**src/rtl/control_unit.sv**
```systemverilog
// control_unit: fetch/decode/execute sequencer for the 16-bit CPU.
// Optional macro ILLEGAL_TRAP_EN: opcodes 7..E trap and halt instead of acting as NOP.

`ifndef SELECT_NONE
`define SELECT_NONE 5'd0
`endif
`ifndef SELECT_IP
`define SELECT_IP   5'd1
`endif
`ifndef SELECT_SP
`define SELECT_SP   5'd2
`endif
`ifndef SELECT_INC
`define SELECT_INC  5'd3
`endif
`ifndef SELECT_DEC
`define SELECT_DEC  5'd4
`endif
`ifndef SELECT_IMM
`define SELECT_IMM  5'd5
`endif
`ifndef SELECT_MEM
`define SELECT_MEM  5'd6
`endif
`ifndef SELECT_ALU
`define SELECT_ALU  5'd7
`endif

module control_unit #(
  parameter int unsigned WAIT_LIMIT = 255,
  parameter logic [3:0]  ALU_PASS_A = 4'h0
) (
  input  logic        Clk,
  input  logic        Rst,
  input  logic [15:0] MemData,
  input  logic        MemAck,
  output logic        MemRd,
  output logic        MemWr,
  output logic [4:0]  SrcIP,
  output logic [4:0]  SrcMemAddr,
  output logic [4:0]  SrcMemData,
  output logic [4:0]  SrcSP,
  output logic [4:0]  SrcFlags,
  output logic [4:0]  SrcA,
  output logic [4:0]  SrcB,
  output logic [3:0]  AluOp,
  output logic [15:0] Imm,
  output logic        Halted,
  output logic        BusErr,
  output logic        Trap
);

  typedef enum logic [2:0] {
    S_FETCH,
    S_FWAIT,
    S_EXEC1,
    S_EXEC2,
    S_MWAIT,
    S_HALT
  } state_t;

  localparam logic [15:0] LAST_WAIT = 16'(WAIT_LIMIT - 1);

  state_t      r_state;
  state_t      w_next;
  logic [15:0] r_ir;
  logic [15:0] r_wait;
  logic        r_bus_err;

  logic [3:0]  w_op;
  logic        w_nop;
  logic        w_pushi;
  logic        w_popa;
  logic        w_popb;
  logic        w_alu;
  logic        w_pusha;
  logic        w_lda;
  logic        w_halt;
  logic        w_ill;
  logic        w_mem_wr;
  logic        w_mem_rd;
  logic        w_at_limit;

  logic        w_ir_ld;
  logic        w_wait_clr;
  logic        w_wait_inc;
  logic        w_bus_err_set;
`ifdef ILLEGAL_TRAP_EN
  logic        w_trap_set;
  logic        r_trap;
`endif

  assign w_op    = r_ir[15:12];
  assign w_nop   = (w_op == 4'h0);
  assign w_pushi = (w_op == 4'h1);
  assign w_popa  = (w_op == 4'h2);
  assign w_popb  = (w_op == 4'h3);
  assign w_alu   = (w_op == 4'h4);
  assign w_pusha = (w_op == 4'h5);
  assign w_lda   = (w_op == 4'h6);
  assign w_halt  = (w_op == 4'hF);
  assign w_ill   = (w_op >= 4'h7) && (w_op <= 4'hE);

  assign w_mem_wr   = w_pushi | w_pusha;
  assign w_mem_rd   = w_popa | w_popb | w_lda;
  assign w_at_limit = (r_wait == LAST_WAIT);

  assign Imm    = {4'h0, r_ir[11:0]};
  assign Halted = (r_state == S_HALT);
  assign BusErr = r_bus_err;
`ifdef ILLEGAL_TRAP_EN
  assign Trap   = r_trap;
`else
  assign Trap   = 1'b0;
`endif

  always_ff @(posedge Clk or posedge Rst) begin
    if (Rst) begin
      r_state   <= S_FETCH;
      r_ir      <= '0;
      r_wait    <= '0;
      r_bus_err <= 1'b0;
    end else begin
      r_state <= w_next;
      if (w_ir_ld)
        r_ir <= MemData;
      if (w_wait_clr)
        r_wait <= '0;
      else if (w_wait_inc)
        r_wait <= r_wait + 16'd1;
      if (w_bus_err_set)
        r_bus_err <= 1'b1;
    end
  end

`ifdef ILLEGAL_TRAP_EN
  always_ff @(posedge Clk or posedge Rst) begin
    if (Rst)
      r_trap <= 1'b0;
    else if (w_trap_set)
      r_trap <= 1'b1;
  end
`endif

  always_comb begin
    w_next        = r_state;
    MemRd         = 1'b0;
    MemWr         = 1'b0;
    SrcIP         = `SELECT_NONE;
    SrcMemAddr    = `SELECT_NONE;
    SrcMemData    = `SELECT_NONE;
    SrcSP         = `SELECT_NONE;
    SrcFlags      = `SELECT_NONE;
    SrcA          = `SELECT_NONE;
    SrcB          = `SELECT_NONE;
    AluOp         = ALU_PASS_A;
    w_ir_ld       = 1'b0;
    w_wait_clr    = 1'b0;
    w_wait_inc    = 1'b0;
    w_bus_err_set = 1'b0;
`ifdef ILLEGAL_TRAP_EN
    w_trap_set    = 1'b0;
`endif

    unique case (r_state)
      S_FETCH: begin
        SrcMemAddr = `SELECT_IP;
        w_wait_clr = 1'b1;
        w_next     = S_FWAIT;
      end

      S_FWAIT: begin
        MemRd = 1'b1;
        if (MemAck) begin
          w_ir_ld = 1'b1;
          SrcIP   = `SELECT_INC;
          w_next  = S_EXEC1;
        end else if (w_at_limit) begin
          w_bus_err_set = 1'b1;
          w_next        = S_HALT;
        end else begin
          w_wait_inc = 1'b1;
        end
      end

      S_EXEC1: begin
        unique case (1'b1)
          w_nop: w_next = S_FETCH;
          w_pushi: begin
            SrcMemData = `SELECT_IMM;
            SrcMemAddr = `SELECT_SP;
            w_wait_clr = 1'b1;
            w_next     = S_MWAIT;
          end
          w_popa, w_popb: begin
            SrcSP  = `SELECT_INC;
            w_next = S_EXEC2;
          end
          w_alu: begin
            AluOp    = r_ir[3:0];
            SrcA     = `SELECT_ALU;
            SrcFlags = `SELECT_ALU;
            w_next   = S_FETCH;
          end
          w_pusha: begin
            AluOp      = ALU_PASS_A;
            SrcMemData = `SELECT_ALU;
            SrcMemAddr = `SELECT_SP;
            w_wait_clr = 1'b1;
            w_next     = S_MWAIT;
          end
          w_lda: begin
            // literal word sits right after the opcode; IP already points at it
            SrcMemAddr = `SELECT_IP;
            w_wait_clr = 1'b1;
            w_next     = S_MWAIT;
          end
          w_halt: w_next = S_HALT;
          w_ill: begin
`ifdef ILLEGAL_TRAP_EN
            w_trap_set = 1'b1;
            w_next     = S_HALT;
`else
            w_next     = S_FETCH;
`endif
          end
          default: w_next = S_FETCH;
        endcase
      end

      S_EXEC2: begin
        SrcMemAddr = `SELECT_SP;
        w_wait_clr = 1'b1;
        w_next     = S_MWAIT;
      end

      S_MWAIT: begin
        MemRd = w_mem_rd;
        MemWr = w_mem_wr;
        if (MemAck) begin
          w_next = S_FETCH;
          unique case (1'b1)
            w_mem_wr: SrcSP = `SELECT_DEC;
            w_popa:   SrcA  = `SELECT_MEM;
            w_popb:   SrcB  = `SELECT_MEM;
            w_lda: begin
              SrcA  = `SELECT_MEM;
              SrcIP = `SELECT_INC;
            end
            default: ;
          endcase
        end else if (w_at_limit) begin
          w_bus_err_set = 1'b1;
          w_next        = S_HALT;
        end else begin
          w_wait_inc = 1'b1;
        end
      end

      S_HALT: w_next = S_HALT;

      default: w_next = S_FETCH;
    endcase
  end

endmodule

```
**config.mk**
```make
export PLATFORM = sky130hd
export DESIGN_NAME = control_unit
export DESIGN_NICKNAME = d
export VERILOG_FILES = /design/src/rtl/control_unit.sv
export SDC_FILE = /design/constraint.sdc
export NUM_CORES = 1
export LEC_CHECK = 0
export BUFFER_PORTS_ARGS = -buffer_cell sky130_fd_sc_hd__buf_2
export CORE_MARGIN = 1.5
export CORE_UTILIZATION = 52
export CTS_BUF_LIST = sky130_fd_sc_hd__clkbuf_8
export CTS_CLUSTER_DIAMETER = 120
export DETAILED_ROUTE_END_ITERATION = 8
export PLACE_DENSITY = 0.82
export RECOVER_POWER = 50
export SYNTH_ARGS = -nofsm -noshare
export SYNTH_HDL_FRONTEND = slang
export SYNTH_SLANG_ARGS = --single-unit
```
**constraint.sdc**
```tcl
create_clock -name Clk -period 2.55 [get_ports Clk]
set_input_delay 0.1275 -clock Clk [delete_from_list [all_inputs] [get_ports Clk]]
set_output_delay 0.1275 -clock Clk [all_outputs]
set_load 0.01 [all_outputs]
```
# Word level (Yosys, flattened, before mapping)
# Index checks and enable logic that the tools add are counted.
# word_totals
reg_bits	36
in_bits	19
output_inout_bits	60
word_cells	70
# classes
n_eq_ne	13
n_addsub	1
n_reduce_logical	8
mux	41
bitwise_logic	3
# op_table
cell	count
3-bit 2-to-1 mux	12
16-bit 2-to-1 mux	2
3-bit one-hot mux with 2 select lines	3
3-bit one-hot mux with 6 select lines	1
16-bit by 1-bit adder with 16-bit output, second input constant	1
16-bit by 8-bit equality test with 1-bit output, second input constant	1
5-bit one-hot mux with 3 select lines	1
4-bit by 3-bit equality test with 1-bit output, second input constant	3
1-bit 2-to-1 mux	10
5-bit one-hot mux with 2 select lines	1
2-bit OR reduction	5
3-bit one-hot mux with 3 select lines	1
4-bit by 2-bit equality test with 1-bit output, second input constant	2
2-bit 2-to-1 mux	4
4-bit 2-to-1 mux	2
3-bit by 2-bit equality test with 1-bit output, second input constant	2
3-bit equality test, second input constant	2
5-bit 2-to-1 mux	1
4-bit by 1-bit equality test with 1-bit output, second input constant	1
4-bit equality test, second input constant	1
1-bit one-hot mux with 2 select lines	2
2-bit one-hot mux with 2 select lines	1
3-bit by 1-bit equality test with 1-bit output, second input constant	1
3-bit logical NOT	1
3 further kinds	5

# Longest topological paths before layout
# depth
word_depth	6
mapped_depth	6
depth_no_buf	6

# Worst setup path after synthesis
# No wires, ideal clock.
# synth_timing
path_kind	register -> register
from	reg r_wait[0]
to	reg r_wait[3]
t_required_ps	2471
stages_incl_launch_ff	7
setup_slack_ps	697
t_arrival_ps	1773
cell_sequence	dfrtp_1 > inv_1 > ha_1 > or4b_4 > or3_4 > o211ai_2 > mux2i_1
# synth_via
elab_chain_cells	5
word_cells_on_any_way	8
classes_between	1 x add/sub; 1 x eq/ne; 5 x mux; 1 x reduce/logical
# synth_rtl
element	line_no	source
from (decl)	67	logic [15:0] r_wait;
from (signal assigned)	130	r_wait <= r_wait + 16'd1;
parallel branches: the longest is 5 deep, another holds 16-bit by 1-bit adder with 16-bit output	--	
# Parallel ways; which one is timed is not known. The select of a mux whose other input is x is not followed.
# A chain may end at the register's enable or synchronous reset.

# Worst setup path in the final report
# layout_timing
from	reg r_state[2]
to	out AluOp[3]
# layout_via
elab_chain_cells	2
# layout_rtl
element	line_no	source
from (decl)	64	state_t r_state;
from (signal assigned)	124	r_state <= w_next;
3-bit by 2-bit equality test with 1-bit output	165	unique case (r_state)
4-bit 2-to-1 mux	165	
to (decl)	46	output logic [3:0] AluOp,
# No other way between the ends.

==> flow_metrics.env <==
export IMPL_dpl_hpwl_um=3404
export IMPL_hold_path_class="primary input to flop"
export IMPL_areaGrowthSynthToFinish_pct=8.307
export IMPL_synthXorXnorAreaFrac_pct=0.6967
export IMPL_cts_root_buf="clkbuf_8"
export IMPL_fp_dieH_um=70.01
export IMPL_final_core_util_pct=58.48
export IMPL_reg2reg_depth=4
export IMPL_viasPerCell=5.358
export IMPL_fin_nets=295
export IMPL_cp_max_fo=9
export IMPL_layout_min_cycle_time_ps=2016
export IMPL_drtAntennaViolNets=0
export IMPL_slowest_stage="dfrtp_1"
export IMPL_slew_viol_final=0
export IMPL_gp_congestion=0.8733
export IMPL_antenna_cells=0
export IMPL_layout_commonest_cell="buf_2"
export IMPL_fin_setup_tns_ps=0
export IMPL_antenna_found_initial=0
export IMPL_regToRegSetupSlack_ps=540
export IMPL_path_class="flop to output pin"
export IMPL_core_um2=4324
export IMPL_rr_endpoint="r_wait[12]$_DFFE_PP0P_"
export IMPL_clk_pin_slew_ps=80
export IMPL_die_width_um=70.01
export IMPL_syn_inst=234
export IMPL_yosysSeqAreaShare_pct=38.59
export IMPL_wl_per_cell_um=14.10
export IMPL_ys_top_cells_by_area="dfrtp_1 (39%), buf_4 (14%), mux2_1 (7.7%)"
export IMPL_drt_total_wl_um=4610
export IMPL_skew_ps=11.80
export IMPL_cts_path_max_buffers=2
export IMPL_reg2reg_from="r_wait[2]$_DFFE_PP0P_"
export IMPL_critical_path_top_delay_family="simple AND/OR/NAND/NOR gates"
export IMPL_yosys_register_bits=36
export IMPL_crit_end="AluOp[3]"
export IMPL_yosysUniqueCellTypes=49
export IMPL_remaining_drc_errors=0
export IMPL_muxShareOfSynthArea_pct=10.72
export IMPL_power_mw=2.341
export IMPL_powerDensity_nw_per_um2=925.6
export IMPL_synth_enable_flop_cells=0
export IMPL_worstPathRequired_ps=2420
export IMPL_synth_compound_area_share_pct=11.52
export IMPL_final_cell_mix="buf_2 (39), dfrtp_1 (36), conb_1 (22)"
export IMPL_start_util_pct=53.99
export IMPL_port_buffers=56
export IMPL_worstSetupStartpoint="r_state[2]$_DFF_PP0_"
export IMPL_synthFlopType="dfrtp_1"
export IMPL_cts_sinks=36
export IMPL_cts_max_level=2
export IMPL_multi_input_area_um2=1137
export IMPL_status="completed"
export IMPL_yosys_area_top_type="dfrtp_1"
export IMPL_drv_cap=0
export IMPL_switching_share_pct=39.81
export IMPL_share_comb_of_total_power_pct=39.3
export IMPL_stdcell_area_um2=2529
export IMPL_yosysTopAreaCellShare_pct=38.59
export IMPL_final_cells=327
export IMPL_synthAdderAreaFrac_pct=1.072
export IMPL_grt_pass1_vias=1645
export IMPL_endpoint_kind="output pin"
export IMPL_max_clock_freq_mhz=496.0
export IMPL_clkLatencyLatePin_ps=300
export IMPL_dp_cells=318
export IMPL_syn_area_um2=2335
export IMPL_critPathLaunchType="flop"
export IMPL_ir_worst_vdd_mv=0.5626
export IMPL_dieArea_um2=4901
export IMPL_p_int_mw=1.409
export IMPL_critPathArrivalTime_ps=1890
export IMPL_fillers=401
export IMPL_overflow=0
export IMPL_grt_total_usage_pct=19.77
export IMPL_grt_pass1_wl_um=7700
export IMPL_p_seq_share_pct=39.2
export IMPL_worstMarginPinSlew_ps=736.1
export IMPL_path_cells="nand2b_1 -> nor2_1 -> and4b_1 -> and2_1 -> buf_2"
export IMPL_synthSimpleGateAreaFrac_pct=21.17
export IMPL_dpl_cell_area_um2=2440
export IMPL_critPathMaxStageDelay_ps=490
export IMPL_total_leakage_power_nw=1.213
export IMPL_grt_max_degree=21
export IMPL_yosysWarnings=0
export IMPL_relSlewSlack_pct=50.87
export IMPL_synth_top_family_by_area="simple AND/OR/NAND/NOR gates"
export IMPL_syn_avg_cell_area_um2=9.978
export IMPL_io_pins=79
export IMPL_drive_above_1_share_pct=22.18
export IMPL_fin_crit_sh_pct=79.06
export IMPL_switchingPower_mw=0.9318
export IMPL_path_buf_inv=1
export IMPL_clockPowerShare_pct=21.5
export IMPL_drtIter0Drc=172
export IMPL_async_flop_share_pct=100.0
export IMPL_hold_violations=0
export IMPL_tritoncts="built"
export IMPL_setup_violations=0
export IMPL_numCtsBuffers=5
export IMPL_worstSetupPathDepth=5
export IMPL_rsz0062_at_grt="false"
export IMPL_vias=1752
export IMPL_rows=24
export IMPL_seq_area_um2=900.9
export IMPL_firstDrtPassIters=4
[stage by stage]
step	worst slack (ps)	hold WS [ps]
2_1_floorplan	697.3	224.1
3_3_place_gp	637.2	290.9
3_5_place_dp	583.8	296.5
4_1_cts	538.1	33.19
5_1_grt	361.3	41.03
6_report	533.9	39.58
[cells by family (layout without fill, tap and decap cells)]
| logic type | Yosys count | after routing |
|---|---|---|
| AND/OR/NAND/NOR | 76 | 76 |
| XOR/XNOR | 1 | 1 |
| buffers and inverters | 56 | 76 |
| flip-flops | 36 | 36 |
| other | 1 | 22 |
| multiplexers | 23 | 23 |
| AO/OA/AOI/OAI | 39 | 39 |
| adder cells (fa/ha/maj) | 2 | 2 |
[Yosys cell counts (all sizes together) (6+ instances only)]
cell type,instances
a21oi,9
and3,8
buf,47
dfrtp,36
inv,7
mux2,16
mux2i,7
nand2,6
nand2b,6
nor2,13
nor3,8
o21ai,11
or4,6
[state kept, by name (all words and copies together) (netlist names)]
| name | count |
|---|---|
| r_ir | 16 |
| r_wait | 16 |
| r_state | 3 |
| BusErr | 1 |
[worst register-to-register path, cell delays in order (launching register included)]
cell and delay (ps):
dfrtp_1 460, and4_1 300, nand3_2 370, or4_1 630
a21oi_1 170
[layout make-up]
type	count	area share, %
Multi-Input combinational cell	163	44.98
Tap cell	52	2.573
Sequential cell	36	35.63
Inverter	7	1.039
Clock inverter	3	1.682
Timing Repair Buffer	61	11.38
Clock buffer	5	2.721
[layer usage]
layer	wire length (um)	up-vias	share of wire, %	track usage (%)
met5	0	-	0	0
met4	90	0	2.0	9.829
met3	213	7	4.6	4.473
met2	2210	55	48	30.05
met1	2096	832	45	26.62
li1	-	858	-	-
[worst min-delay path by stage]
| stage | slack [ps] | cells past startpoint | from | to |
|---|---|---|---|---|
| 3_5_place_dp | 300 | 2 | Rst | r_wait[13]$_DFFE_PP0P_ |
| 2_1_floorplan | 220 | 1 | MemAck | r_state[2]$_DFF_PP0_ |
| 5_1_grt | 40 | 2 | MemData[1] | r_ir[1]$_DFFE_PP0P_ |
| 3_3_place_gp | 290 | 2 | Rst | r_ir[7]$_DFFE_PP0P_ |
| 6_report | 40 | 2 | MemData[0] | r_ir[0]$_DFFE_PP0P_ |
| 4_1_cts | 30 | 2 | MemData[14] | r_ir[14]$_DFFE_PP0P_ |
[repair_timing]
| action | in CTS | in global routing |
|---|---|---|
| endpoints found under the setup margin | 0 | 0 |
| resized for setup | 0 | 0 |
| hold endpoints to repair | 18 | 0 |
| hold buffers | 1 | 0 |
| setup buffers | 0 | 0 |
[power by group through the flow]
stage	combinational (mW)	clock, mW	sequential (mW)
after floorplan	0.883	0	0.854
after global placement	0.931	0	0.914
after detailed placement	0.956	0	0.923
after CTS	0.958	0.515	0.912
after global routing	1.01	0.541	0.948
final	0.920	0.503	0.917
No activity file was read; power rests on OpenSTA's default activity.
